<file path="src/rtl/mem_access_unit_if.sv">
// Data-memory bus between the memory-stage sequencer (master) and the data cache (slave).
interface mem_access_unit_if;
   logic        dmemREN;
   logic        dmemWEN;
   logic [31:0] dmemaddr;
   logic [31:0] dmemstore;
   logic        dhit;
   logic [31:0] dmemload;

   modport master (
      output dmemREN, dmemWEN, dmemaddr, dmemstore,
      input  dhit, dmemload
   );

   modport slave (
      input  dmemREN, dmemWEN, dmemaddr, dmemstore,
      output dhit, dmemload
   );
endinterface

</file>
<file path="src/rtl/mem_access_unit.sv">
// Memory-stage load/store sequencer: registers one bus access, stalls until dhit, returns load data.
// Optional LL/SC link tracking is compiled in with `define MEM_ACCESS_LLSC_EN.
module mem_access_unit (
   input  logic              CLK,
   input  logic              nRST,
   input  logic              memRead,
   input  logic              memWrite,
   input  logic              ll,
   input  logic              sc,
   input  logic              flush,
   input  logic [31:0]       memAddr,
   input  logic [31:0]       storeData,
   mem_access_unit_if.master dmem,
   output logic [31:0]       dload,
   output logic              memStall,
   output logic              accessDone
);

   typedef enum logic [1:0] {IDLE, BUSY, DONE} state_t;

   state_t      state_q, state_d;
   logic        ren_q, ren_d, wen_q, wen_d;
   logic [31:0] addr_q, addr_d, store_q, store_d, dload_q, dload_d;
   logic        request;
   logic        unused_bits;

   assign request     = (memRead | memWrite) & ~flush;
   assign unused_bits = ^{ll, sc, memAddr[1:0]};

`ifdef MEM_ACCESS_LLSC_EN
   logic        link_v_q, link_v_d, ll_q, ll_d, sc_q, sc_d;
   logic [29:0] link_a_q, link_a_d;
   logic        sc_ok;

   assign sc_ok = link_v_q && (link_a_q == memAddr[31:2]);
`endif

   always_comb begin
      state_d  = state_q;
      ren_d    = ren_q;
      wen_d    = wen_q;
      addr_d   = addr_q;
      store_d  = store_q;
      dload_d  = dload_q;
`ifdef MEM_ACCESS_LLSC_EN
      link_v_d = link_v_q;
      link_a_d = link_a_q;
      ll_d     = ll_q;
      sc_d     = sc_q;
`endif
      case (state_q)
         IDLE: if (request) begin
            ren_d   = ~memWrite;
            wen_d   = memWrite;
            addr_d  = {memAddr[31:2], 2'b00};
            store_d = storeData;
            state_d = BUSY;
`ifdef MEM_ACCESS_LLSC_EN
            ll_d = ll & ~memWrite;
            sc_d = sc & memWrite;
            // A failing SC never reaches the bus; it retires with status 0.
            if (sc && memWrite && !sc_ok) begin
               ren_d    = 1'b0;
               wen_d    = 1'b0;
               dload_d  = 32'd0;
               link_v_d = 1'b0;
               state_d  = DONE;
            end
`endif
         end
         BUSY: if (dmem.dhit) begin
            ren_d   = 1'b0;
            wen_d   = 1'b0;
            state_d = DONE;
            if (ren_q) dload_d = dmem.dmemload;
`ifdef MEM_ACCESS_LLSC_EN
            if (ren_q && ll_q) begin
               link_v_d = 1'b1;
               link_a_d = addr_q[31:2];
            end
            if (wen_q && sc_q) begin
               dload_d  = 32'd1;
               link_v_d = 1'b0;
            end else if (wen_q && (link_a_q == addr_q[31:2])) begin
               link_v_d = 1'b0;
            end
`endif
         end
         DONE:    state_d = IDLE;
         default: state_d = IDLE;
      endcase
   end

   always_ff @(posedge CLK) begin
      if (!nRST) begin
         state_q  <= IDLE;
         ren_q    <= 1'b0;
         wen_q    <= 1'b0;
         addr_q   <= 32'd0;
         store_q  <= 32'd0;
         dload_q  <= 32'd0;
`ifdef MEM_ACCESS_LLSC_EN
         link_v_q <= 1'b0;
         link_a_q <= 30'd0;
         ll_q     <= 1'b0;
         sc_q     <= 1'b0;
`endif
      end else begin
         state_q  <= state_d;
         ren_q    <= ren_d;
         wen_q    <= wen_d;
         addr_q   <= addr_d;
         store_q  <= store_d;
         dload_q  <= dload_d;
`ifdef MEM_ACCESS_LLSC_EN
         link_v_q <= link_v_d;
         link_a_q <= link_a_d;
         ll_q     <= ll_d;
         sc_q     <= sc_d;
`endif
      end
   end

   assign dmem.dmemREN   = ren_q;
   assign dmem.dmemWEN   = wen_q;
   assign dmem.dmemaddr  = addr_q;
   assign dmem.dmemstore = store_q;
   assign dload          = dload_q;
   assign accessDone     = (state_q == DONE);
   assign memStall       = ((state_q == IDLE) && request) || (state_q == BUSY);

endmodule

</file>
<file path="src/flat_wrapper.sv">
// flat-port wrapper written by rule: the top's interface ports become plain ports
module mem_access_unit_flat 
  (CLK, nRST, memRead, memWrite, ll, sc, flush, memAddr, storeData, dload, memStall, accessDone, dmem_dmemREN, dmem_dmemWEN, dmem_dmemaddr, dmem_dmemstore, dmem_dhit, dmem_dmemload);
  mem_access_unit_if dmem_i ();
  input  logic CLK;
  input  logic nRST;
  input  logic memRead;
  input  logic memWrite;
  input  logic ll;
  input  logic sc;
  input  logic flush;
  input  logic [31:0] memAddr;
  input  logic [31:0] storeData;
  output logic [31:0] dload;
  output logic memStall;
  output logic accessDone;
  output wire logic [$bits(dmem_i.dmemREN)-1:0] dmem_dmemREN;
  output wire logic [$bits(dmem_i.dmemWEN)-1:0] dmem_dmemWEN;
  output wire logic [$bits(dmem_i.dmemaddr)-1:0] dmem_dmemaddr;
  output wire logic [$bits(dmem_i.dmemstore)-1:0] dmem_dmemstore;
  input wire logic [$bits(dmem_i.dhit)-1:0] dmem_dhit;
  input wire logic [$bits(dmem_i.dmemload)-1:0] dmem_dmemload;
  assign dmem_dmemREN = dmem_i.dmemREN;
  assign dmem_dmemWEN = dmem_i.dmemWEN;
  assign dmem_dmemaddr = dmem_i.dmemaddr;
  assign dmem_dmemstore = dmem_i.dmemstore;
  assign dmem_i.dhit = dmem_dhit;
  assign dmem_i.dmemload = dmem_dmemload;
  mem_access_unit u_core (.CLK(CLK), .nRST(nRST), .memRead(memRead), .memWrite(memWrite), .ll(ll), .sc(sc), .flush(flush), .memAddr(memAddr), .storeData(storeData), .dmem(dmem_i), .dload(dload), .memStall(memStall), .accessDone(accessDone));
endmodule
</file>
<file path="config.mk">
export PLATFORM = sky130hd
export DESIGN_NAME = mem_access_unit_flat
export DESIGN_NICKNAME = d
export VERILOG_FILES = /design/src/rtl/mem_access_unit_if.sv /design/src/rtl/mem_access_unit.sv /design/src/flat_wrapper.sv
export SDC_FILE = /design/constraint.sdc
export NUM_CORES = 1
export LEC_CHECK = 0
export ABC_AREA = 1
export CAP_MARGIN = 10
export CORE_MARGIN = 2
export CORE_UTILIZATION = 62
export CTS_CLUSTER_DIAMETER = 150
export DETAILED_ROUTE_END_ITERATION = 6
export DONT_BUFFER_PORTS = 1
export PLACE_DENSITY_LB_ADDON = 0.05
export SLEW_MARGIN = 5
export SYNTH_ARGS = -nofsm -noshare
export SYNTH_HDL_FRONTEND = slang
export SYNTH_SLANG_ARGS = --single-unit
</file>
<file path="constraint.sdc">
create_clock -name CLK -period 2.4 [get_ports CLK]
set_input_delay 0.72 -clock CLK [delete_from_list [all_inputs] [get_ports CLK]]
set_output_delay 0.72 -clock CLK [all_outputs]
set_load 0.1 [all_outputs]
</file>
==> results of run 1 <==
[report_power, final]
| group | total [mW] | switching (mW) | internal [mW] | leakage (nW) |
|---|---|---|---|---|
| sequential | 1.76 | 0.0309 | 1.73 | 0.804 |
| clock | 0.934 | 0.534 | 0.400 | 0.0851 |
| combinational | 1.19 | 0.977 | 0.209 | 0.994 |
[cell families after synthesis]
logic type             Yosys count  share of synthesized area (%)
buffers and inverters          102                           13.2
AO/OA/AOI/OAI                  158                           22.1
other                            1                          0.105
flip-flops                      98                           54.8
AND/OR/NAND/NOR                 84                           9.88
[layout by cell type, fill, tap and decap left out, types with 2 or more instances in the layout]
cell type and count:
buf_4 99, dfxtp_1 98, a21oi_1 96, nand2_1 73
inv_1 68, o21ai_0 62, clkbuf_8 10, nor2_1 3
nand3_1 3, clkinv_2 3, nor2_4 2, inv_2 2
conb_1 2, clkinvlp_4 2, buf_12 2
[area by class of cell]
type                       count  share of cell area (%)
clock inverter                 5                   0.678
tap                           72                    2.03
sequential                    98                    44.3
inverter                      71                    6.02
timing repair buffer         101                    17.7
clock buffer                  11                    3.19
multi-input combinational    244                    26.1
[layer usage]
metal / vias up / part of all wire (%)
met5: - / 0
met4: 0 / 2.1
met3: 19 / 10
met2: 136 / 50
met1: 1320 / 38
li1: 1557 / -
[state kept, by name, summed over array words and instances, names as in the netlist]
register and cells:
u_core.dload 32, u_core.dmem.dmemREN 1, u_core.dmem.dmemWEN 1, u_core.dmem.dmemaddr 30
u_core.dmem.dmemstore 32, u_core.state_q 2
[through the flow]
stage,setup WS (ps),std cells,hold WS (ps),instance area [µm²]
2_1_floorplan,84.7,444,586,3590
5_1_grt,303,602,479,4430
3_3_place_gp,478,586,432,4260
4_1_cts,376,602,449,4430
6_report,393,602,445,4430
3_5_place_dp,459,586,435,4260
[critical path: cells and delay by family, from the launching register on]
| kind | cells | cell delay, ps |
|---|---|---|
| buf+inv | 3 | 350 |
| simple gates | 2 | 240 |
| flops | 1 | 360 |
[worst paths after layout]
kind | from | end | slack [ps] | cells past startpoint
max | u_core.state_q[0] | memStall | 390 | 5
min | u_core.dmem.dmemstore[1] | u_core.dmem.dmemstore[1] | 450 | 2
max reg2reg | u_core.dmem.dmemREN | u_core.dload[0] | 850 | 5
min reg2reg | u_core.dmem.dmemstore[1] | u_core.dmem.dmemstore[1] | 450 | 2
==> results.py, run 1 <==
metrics = {
    "clock_tree": {
        "cts-htree-levels": 3,
        "numCtsBuffers": 9,
        "clk_pin_slew_worst_paths_ps": 90,
        "cts_tree": "yes",
        "postCtsHoldBufs": 0,
        "clockBufferDepth": 2,
        "clkLatencyLatePin_ps": 350,
        "postCtsSetupRepairBufs": 0,
        "clock_sinks": 98,
        "ctsResizeCount": 0,
        "clockRootBuffer": "clkbuf_8",
    },
    "drt": {
        "wl_um": 8190,
        "drtPass1Iterations": 5,
        "first_iter_violations": 164,
        "wire_per_inst_um": 13.6,
        "via_per_inst": 5.04,
        "drc": 0,
        "antenna_left": 0,
        "vias": 3032,
    },
    "synthesis": {
        "synth_cells": 443,
        "ys_warn_count": 0,
        "netlist_top_cells_area": "dfxtp_1 (55%), a21oi_1 (13%), o21ai_0 (8.7%), nand2_1 (7.6%), inv_1 (7.1%)",
        "syn_area_um2": 3580,
        "synth-edff-count": 0,
        "synth_top_area_share_pct": 54.8,
        "synth.most_common_cell": "dfxtp_1",
        "ys_seq_elements": 98,
        "ys_seq_area_share_pct": 54.8,
        "ys_dominant_reg_cell": "dfxtp_1",
        "synth_top_area_cell": "dfxtp_1",
        "avgSynthCellArea_um2": 8.09,
        "synth-async-reset-ratio_pct": 0,
        "synth_commonest_cells": "dfxtp_1 (98), a21oi_1 (96), nand2_1 (73)",
        "ys_types": 18,
    },
    "placed_design": {
        "dp_hpwl_um": 5840,
        "port_buffers": 0,
        "globalplace.congestion": 0.762,
    },
    "pwr": {
        "total_power_mw": 3.88,
        "power_density_nw_per_um2": 876,
        "vdd_drop_max_mv": 0.536,
        "power_leakage_nw": 1.88,
    },
    "final_layout": {
        "final_util_pct": 79.9,
        "areaGrowthSynthToFinish_pct": 23.6,
        "multi_input_area_um2": 1150,
        "num_antenna_cells": 0,
        "drive_above_1_share_pct": 23.2,
        "fin_nets": 629,
        "layout.area.seq_um2": 1960,
        "num-fill-cells": 390,
    },
    "global_routing": {
        "grt-ovfl-total": 0,
        "grt.busiest_layer": "met2",
        "grt_util_met3_pct": 8.82,
        "met2_usage_pct": 42.2,
        "grt_usage_pct": 24.8,
        "grt_max_degree": 66,
        "antenna_found_initial": 0,
        "grt_util_met1_pct": 27.7,
        "grt_pass1_wl_um": 12300,
        "grt_pass1_vias": 2676,
    },
    "timing": {
        "setup_viol": 0,
        "rsz0062_at_grt": "no",
        "finalCritPeriodShare_pct": 83.6,
        "finalHoldViolCount": 0,
        "tightestPinTransition_ps": 924,
        "fmax_mhz": 498,
        "slew_viol_final": 0,
        "slew_headroom_pct": 38.0,
        "finalCriticalPeriod_ps": 2010,
        "setup_tns_ps": 0,
        "skew_ps": 13.9,
    },
    "worst_setup_path": {
        "worst-setup-path-type": "reg -> out",
        "crit_required_ps": 1680,
        "cp-start-kind": "flip-flop",
        "crit_path_max_fanout": 4,
        "crit_chain": "inv_2 -> nor2_4 -> inv_1 -> nand2_1 -> buf_12",
        "cp_slowest_cell": "dfxtp_1",
        "cpPeakStageDelay_ps": 360,
        "crit_arrival_ps": 1290,
        "crit_path_end_kind": "primary output",
    },
    "min_path": {
        "hp-class": "reg -> reg",
    },
    "die": {
        "core_region_area_um2": 5540,
        "initial_core_util_pct": 64.7,
        "die_w_um": 80.0,
        "num_rows": 27,
        "pin_count": 204,
        "die_y_um": 80.0,
        "die_area_um2": 6400,
    },
    "run": {
        "drv_cap": 0,
    },
    "status": {
        "status": "finished, final reports clean",
    },
}
Note: power is estimated with default switching activity, not from simulation.
==> run 2: changes to the inputs <==
==> constraint.sdc (replaced) <==
create_clock -name CLK -period 1.86 [get_ports CLK]
set_input_delay 0.558 -clock CLK [delete_from_list [all_inputs] [get_ports CLK]]
set_output_delay 0.558 -clock CLK [all_outputs]
set_load 0.1 [all_outputs]
==> results.py, run 2 (synthesized netlist as in run 1, its figures left out) <==
metrics = {
    "clock_tree": {
        "clock_sinks": 98,
        "numCtsBuffers": 9,
        "cts-htree-levels": 3,
        "clkLatencyLatePin_ps": 350,
        "clockBufferDepth": 2,
        "clk_pin_slew_worst_paths_ps": 90,
        "clockRootBuffer": "clkbuf_8",
        "cts_tree": "yes",
        "postCtsHoldBufs": 0,
    },
    "worst_setup_path": {
        "cpMostUsedCell": "inv_2",
        "cp_slowest_cell": "dfxtp_2",
        "worst-r2r-setup-slack_ps": 470,
        "crit_arrival_ps": 1230,
        "crit_required_ps": 1300,
        "worst-setup-path-type": "reg -> out",
        "r2r-end": "u_core.dmem.dmemaddr[5]",
        "crit_chain": "inv_2 -> nor2_4 -> inv_2 -> nand2_2 -> buf_12",
        "cpPeakStageDelay_ps": 350,
        "cp-start-kind": "flip-flop",
        "crit_path_end_kind": "primary output",
        "worstReg2RegStart": "u_core.state_q[1]",
        "r2r_cells": 5,
        "crit_path_max_fanout": 4,
    },
    "drt": {
        "drc": 0,
        "first_iter_violations": 141,
        "wire_per_inst_um": 14.0,
        "via_per_inst": 5.11,
        "wl_met3_um": 795,
        "antenna_left": 0,
        "wl_um": 8450,
        "wl_met1_um": 3160,
        "vias": 3089,
        "drtPass1Iterations": 6,
        "met2_length_um": 4220,
        "top_layer": "met4",
    },
    "pwr": {
        "power_density_nw_per_um2": 1180,
        "power_leakage_nw": 1.94,
        "vdd_drop_max_mv": 0.946,
    },
    "timing": {
        "skew_ps": 10.1,
        "slew_headroom_pct": 65.5,
        "finalCriticalPeriod_ps": 1780,
        "finalHoldViolCount": 0,
        "setup_viol": 0,
        "tightestPinTransition_ps": 514,
        "fmax_mhz": 561,
        "rsz0062_at_grt": "no",
        "setup_tns_ps": 0,
        "finalCritPeriodShare_pct": 95.9,
        "slew_viol_final": 0,
        "layout_setup_ws_ps": 75.9,
    },
    "die": {
        "die_w_um": 80.0,
        "core_region_area_um2": 5540,
        "die_y_um": 80.0,
        "num_rows": 27,
        "die_area_um2": 6400,
        "pin_count": 204,
        "initial_core_util_pct": 64.7,
    },
    "final_layout": {
        "final_common_cell": "buf_4",
        "final_cell_mix": "buf_4 (100), a21oi_1 (96), dfxtp_1 (96)",
        "areaGrowthSynthToFinish_pct": 26.7,
        "final_util_pct": 81.9,
        "drive_above_1_share_pct": 24.4,
        "fin_nets": 632,
        "num_antenna_cells": 0,
    },
    "min_path": {
        "hold_end": "u_core.dload[22]",
        "hp-class": "in -> reg",
        "hold_depth": 2,
        "hp-start": "dmem_dmemload[22]",
    },
    "placed_design": {
        "dp_hpwl_um": 5910,
        "pre_cts_ws_ps": 234,
        "port_buffers": 0,
        "globalplace.congestion": 0.843,
    },
    "global_routing": {
        "grt_usage_pct": 25.9,
        "grt_max_degree": 65,
        "antenna_found_initial": 0,
        "grt_pass1_vias": 2909,
        "grt-ovfl-total": 0,
        "grt_pass1_wl_um": 12800,
    },
    "run": {
        "drv_cap": 0,
    },
    "status": {
        "status": "finished, final reports clean",
    },
}
## run 2: cell count changes in the layout (fill, tap and decap cells not counted), sizes merged
cell / before / now
buf: 101 / 104
bufinv: 0 / 2
clkinvlp: 2 / 0
clkbuf: 11 / 12
clkinv: 4 / 3
## run 2: worst max path at each step
stage | cells after the start | end | start | slack [ps]
after floorplan | 2 | accessDone | u_core.state_q[1] | 30
after global placement | 5 | memStall | memRead | 250
after detailed placement | 5 | memStall | memRead | 230
after CTS | 5 | memStall | u_core.state_q[0] | 30
after global routing | 5 | memStall | u_core.state_q[0] | 10
final | 5 | memStall | u_core.state_q[0] | 80
## run 2: metrics by stage
step           hold slack, ps  power [mW]  cell area, µm²  std cells
5_1_grt                   316        5.54            4540        605
4_1_cts                   322        5.38            4540        605
2_1_floorplan             586        3.62            3590        444
6_report                  337        5.34            4540        605
3_3_place_gp              430        3.84            4300        588
3_5_place_dp              449        3.87            4300        588
## run 2: area by class of cell
| type | instances | area, µm² |
|---|---|---|
| repair buffers | 104 | 831 |
| inverters | 71 | 267 |
| multi-input cells | 244 | 1160 |
| clock inverters | 4 | 73.8 |
| clock buffers | 12 | 155 |
| flip-flops and latches | 98 | 1960 |
| fillers | 371 | 1000 |
| well taps | 72 | 90.1 |
## run 2: timing repair
item	4_1_cts	5_1_grt
pin swaps	1	1
buffers inserted	1	0
endpoints found under the setup margin	1	1
gates resized for setup	2	1
cloned	0	0
## run 2: critical path: cells and delay by family, from the launching register on
family | cells | cell delay (ps)
flops | 1 | 350
buf+inv | 3 | 320
simple gates | 2 | 220
## run 2: routing by layer
layer  GRT usage, %  vias up
met2           45.0      145
met4           10.8        0
met5              0        -
met1           27.8     1346
li1               -     1572
met3           10.3       26
## run 2: report_power, final
part           internal, mW  switching, mW
combinational         0.284           1.27
sequential             2.23         0.0405
clock                 0.832          0.686
total                  3.35           2.00
==> run 3: changes to the inputs <==
--- a/config.mk
+++ b/config.mk
@@ -12,8 +12,8 @@
 export CTS_CLUSTER_DIAMETER = 150
 export DETAILED_ROUTE_END_ITERATION = 6
 export DONT_BUFFER_PORTS = 1
-export PLACE_DENSITY_LB_ADDON = 0.05
-export SLEW_MARGIN = 5
+export GPL_ROUTABILITY_DRIVEN = 0
+export PLACE_DENSITY = 0.85
 export SYNTH_ARGS = -nofsm -noshare
 export SYNTH_HDL_FRONTEND = slang
 export SYNTH_SLANG_ARGS = --single-unit
==> results.py, run 3 (synthesized netlist as in run 1, its figures left out) <==
metrics = {
    "global_routing": {
        "grt_pass1_vias": 2843,
        "antenna_found_initial": 0,
        "grt_pass1_wl_um": 12700,
        "grt-ovfl-total": 0,
        "grt_usage_pct": 25.7,
        "grt_max_degree": 65,
    },
    "placed_design": {
        "place_inst": 586,
        "dp_hpwl_um": 6220,
        "placed_cell_area_um2": 4270,
        "port_buffers": 0,
    },
    "final_layout": {
        "fin_area_um2": 4480,
        "areaGrowthSynthToFinish_pct": 25.1,
        "final_cell_mix": "buf_4 (97), a21oi_1 (96), dfxtp_1 (96)",
        "num_antenna_cells": 0,
        "final_common_cell": "buf_4",
        "num-fill-cells": 328,
        "drive_above_1_share_pct": 23.8,
        "fin_nets": 629,
        "final_cells": 602,
        "final_util_pct": 80.9,
    },
    "run": {
        "drv_cap": 0,
    },
    "drt": {
        "wl_um": 8600,
        "drc": 0,
        "via_per_inst": 5.20,
        "first_iter_violations": 154,
        "drtPass1Iterations": 6,
        "antenna_left": 0,
        "wire_per_inst_um": 14.3,
        "vias": 3132,
    },
    "die": {
        "core_region_area_um2": 5540,
        "die_y_um": 80.0,
        "num_rows": 27,
        "die_w_um": 80.0,
        "initial_core_util_pct": 64.7,
        "pin_count": 204,
        "die_area_um2": 6400,
    },
    "clock_tree": {
        "clkLatencyLatePin_ps": 340,
        "clockRootBuffer": "clkbuf_8",
        "cts_tree": "yes",
        "cts-htree-levels": 3,
        "numCtsBuffers": 9,
        "postCtsHoldBufs": 0,
        "clk_pin_slew_worst_paths_ps": 90,
        "postCtsSetupRepairBufs": 0,
        "clock_sinks": 98,
        "clockBufferDepth": 2,
    },
    "pwr": {
        "power_density_nw_per_um2": 1160,
        "vdd_drop_max_mv": 0.782,
        "power_leakage_nw": 1.90,
    },
    "timing": {
        "slew_viol_final": 0,
        "finalHoldViolCount": 0,
        "fmax_mhz": 565,
        "setup_viol": 0,
        "finalCriticalPeriod_ps": 1770,
        "setup_tns_ps": 0,
        "slew_headroom_pct": 38.8,
        "rsz0062_at_grt": "no",
        "finalCritPeriodShare_pct": 95.2,
        "skew_ps": 8.32,
        "timing.hold.ws_ps": 345,
        "tightestPinTransition_ps": 912,
    },
    "worst_setup_path": {
        "crit_path_end_kind": "primary output",
        "cp-start-kind": "flip-flop",
        "crit_required_ps": 1300,
        "crit_arrival_ps": 1210,
        "worst-setup-path-type": "reg -> out",
        "crit_path_max_fanout": 4,
    },
    "min_path": {
        "hp-class": "in -> reg",
    },
    "status": {
        "status": "finished, final reports clean",
    },
}
==> run 3: cell types whose count changed in the layout (fill, tap and decap cells not counted) <==
cell        delta
clkinv_4       -1
inv_2          -1
buf_6          +1
buf_4          -3
inv_1          +1
clkinvlp_4     +2
bufinv_16      -1
buf_12         -1
==> run 3: final timing paths <==
kind	startpoint	endpoint	slack, ps	cells after the start
min	nRST	u_core.dmem.dmemaddr[21]	350	2
max	u_core.state_q[0]	memStall	90	5
min reg2reg	u_core.dload[0]	u_core.dload[0]	470	2
max reg2reg	u_core.state_q[1]	u_core.dmem.dmemaddr[31]	350	5
==> run 3: final cells by class <==
type,instances,area [µm²],area share [%]
Timing Repair Buffer,101,800,17.8
Clock buffer,12,155,3.46
Tap cell,72,90.1,2.01
Multi-Input combinational cell,244,1160,25.8
Clock inverter,4,50.0,1.12
Sequential cell,98,1960,43.8
Inverter,71,267,5.94
==> run 3: metrics by stage <==
step | total power [mW] | setup WS, ps
after global placement | 3.83 | 194
final | 5.20 | 88.7
after global routing | 5.36 | 0.485
after detailed placement | 3.87 | 107
after CTS | 5.22 | 11.7
after floorplan | 3.62 | 34.4
==> run 3: worst max-delay path, cell delays in order (launching register included) <==
cell	delay [ps]
dfxtp_2	350
inv_2	60
nor2_4	110
inv_1	90
nand2_2	90
buf_12	180
==> run 3: report_power, final <==
group / switching, mW / internal (mW) / leakage (nW)
Combinational: 1.27 / 0.275 / 1.00
Sequential: 0.0386 / 2.23 / 0.805
Clock: 0.689 / 0.694 / 0.0986
Total: 2.00 / 3.20 / 1.90
==> run 3: repair_timing <==
item | in CTS | in global routing
gates resized for setup | 0 | 3
hold endpoints to repair | 0 | 0
endpoints found under the setup margin | 0 | 2
==> run 3: layer usage <==
layer  routed length, µm  up-vias  track usage (%)  part of all wire (%)
met5                   0        -                0                     0
met4                 182        0             12.4                   2.1
met3                 829       20             8.48                   9.6
met2                4520      166             45.6                    53
met1                3070     1383             27.2                    36
li1                    -     1563                -                     -
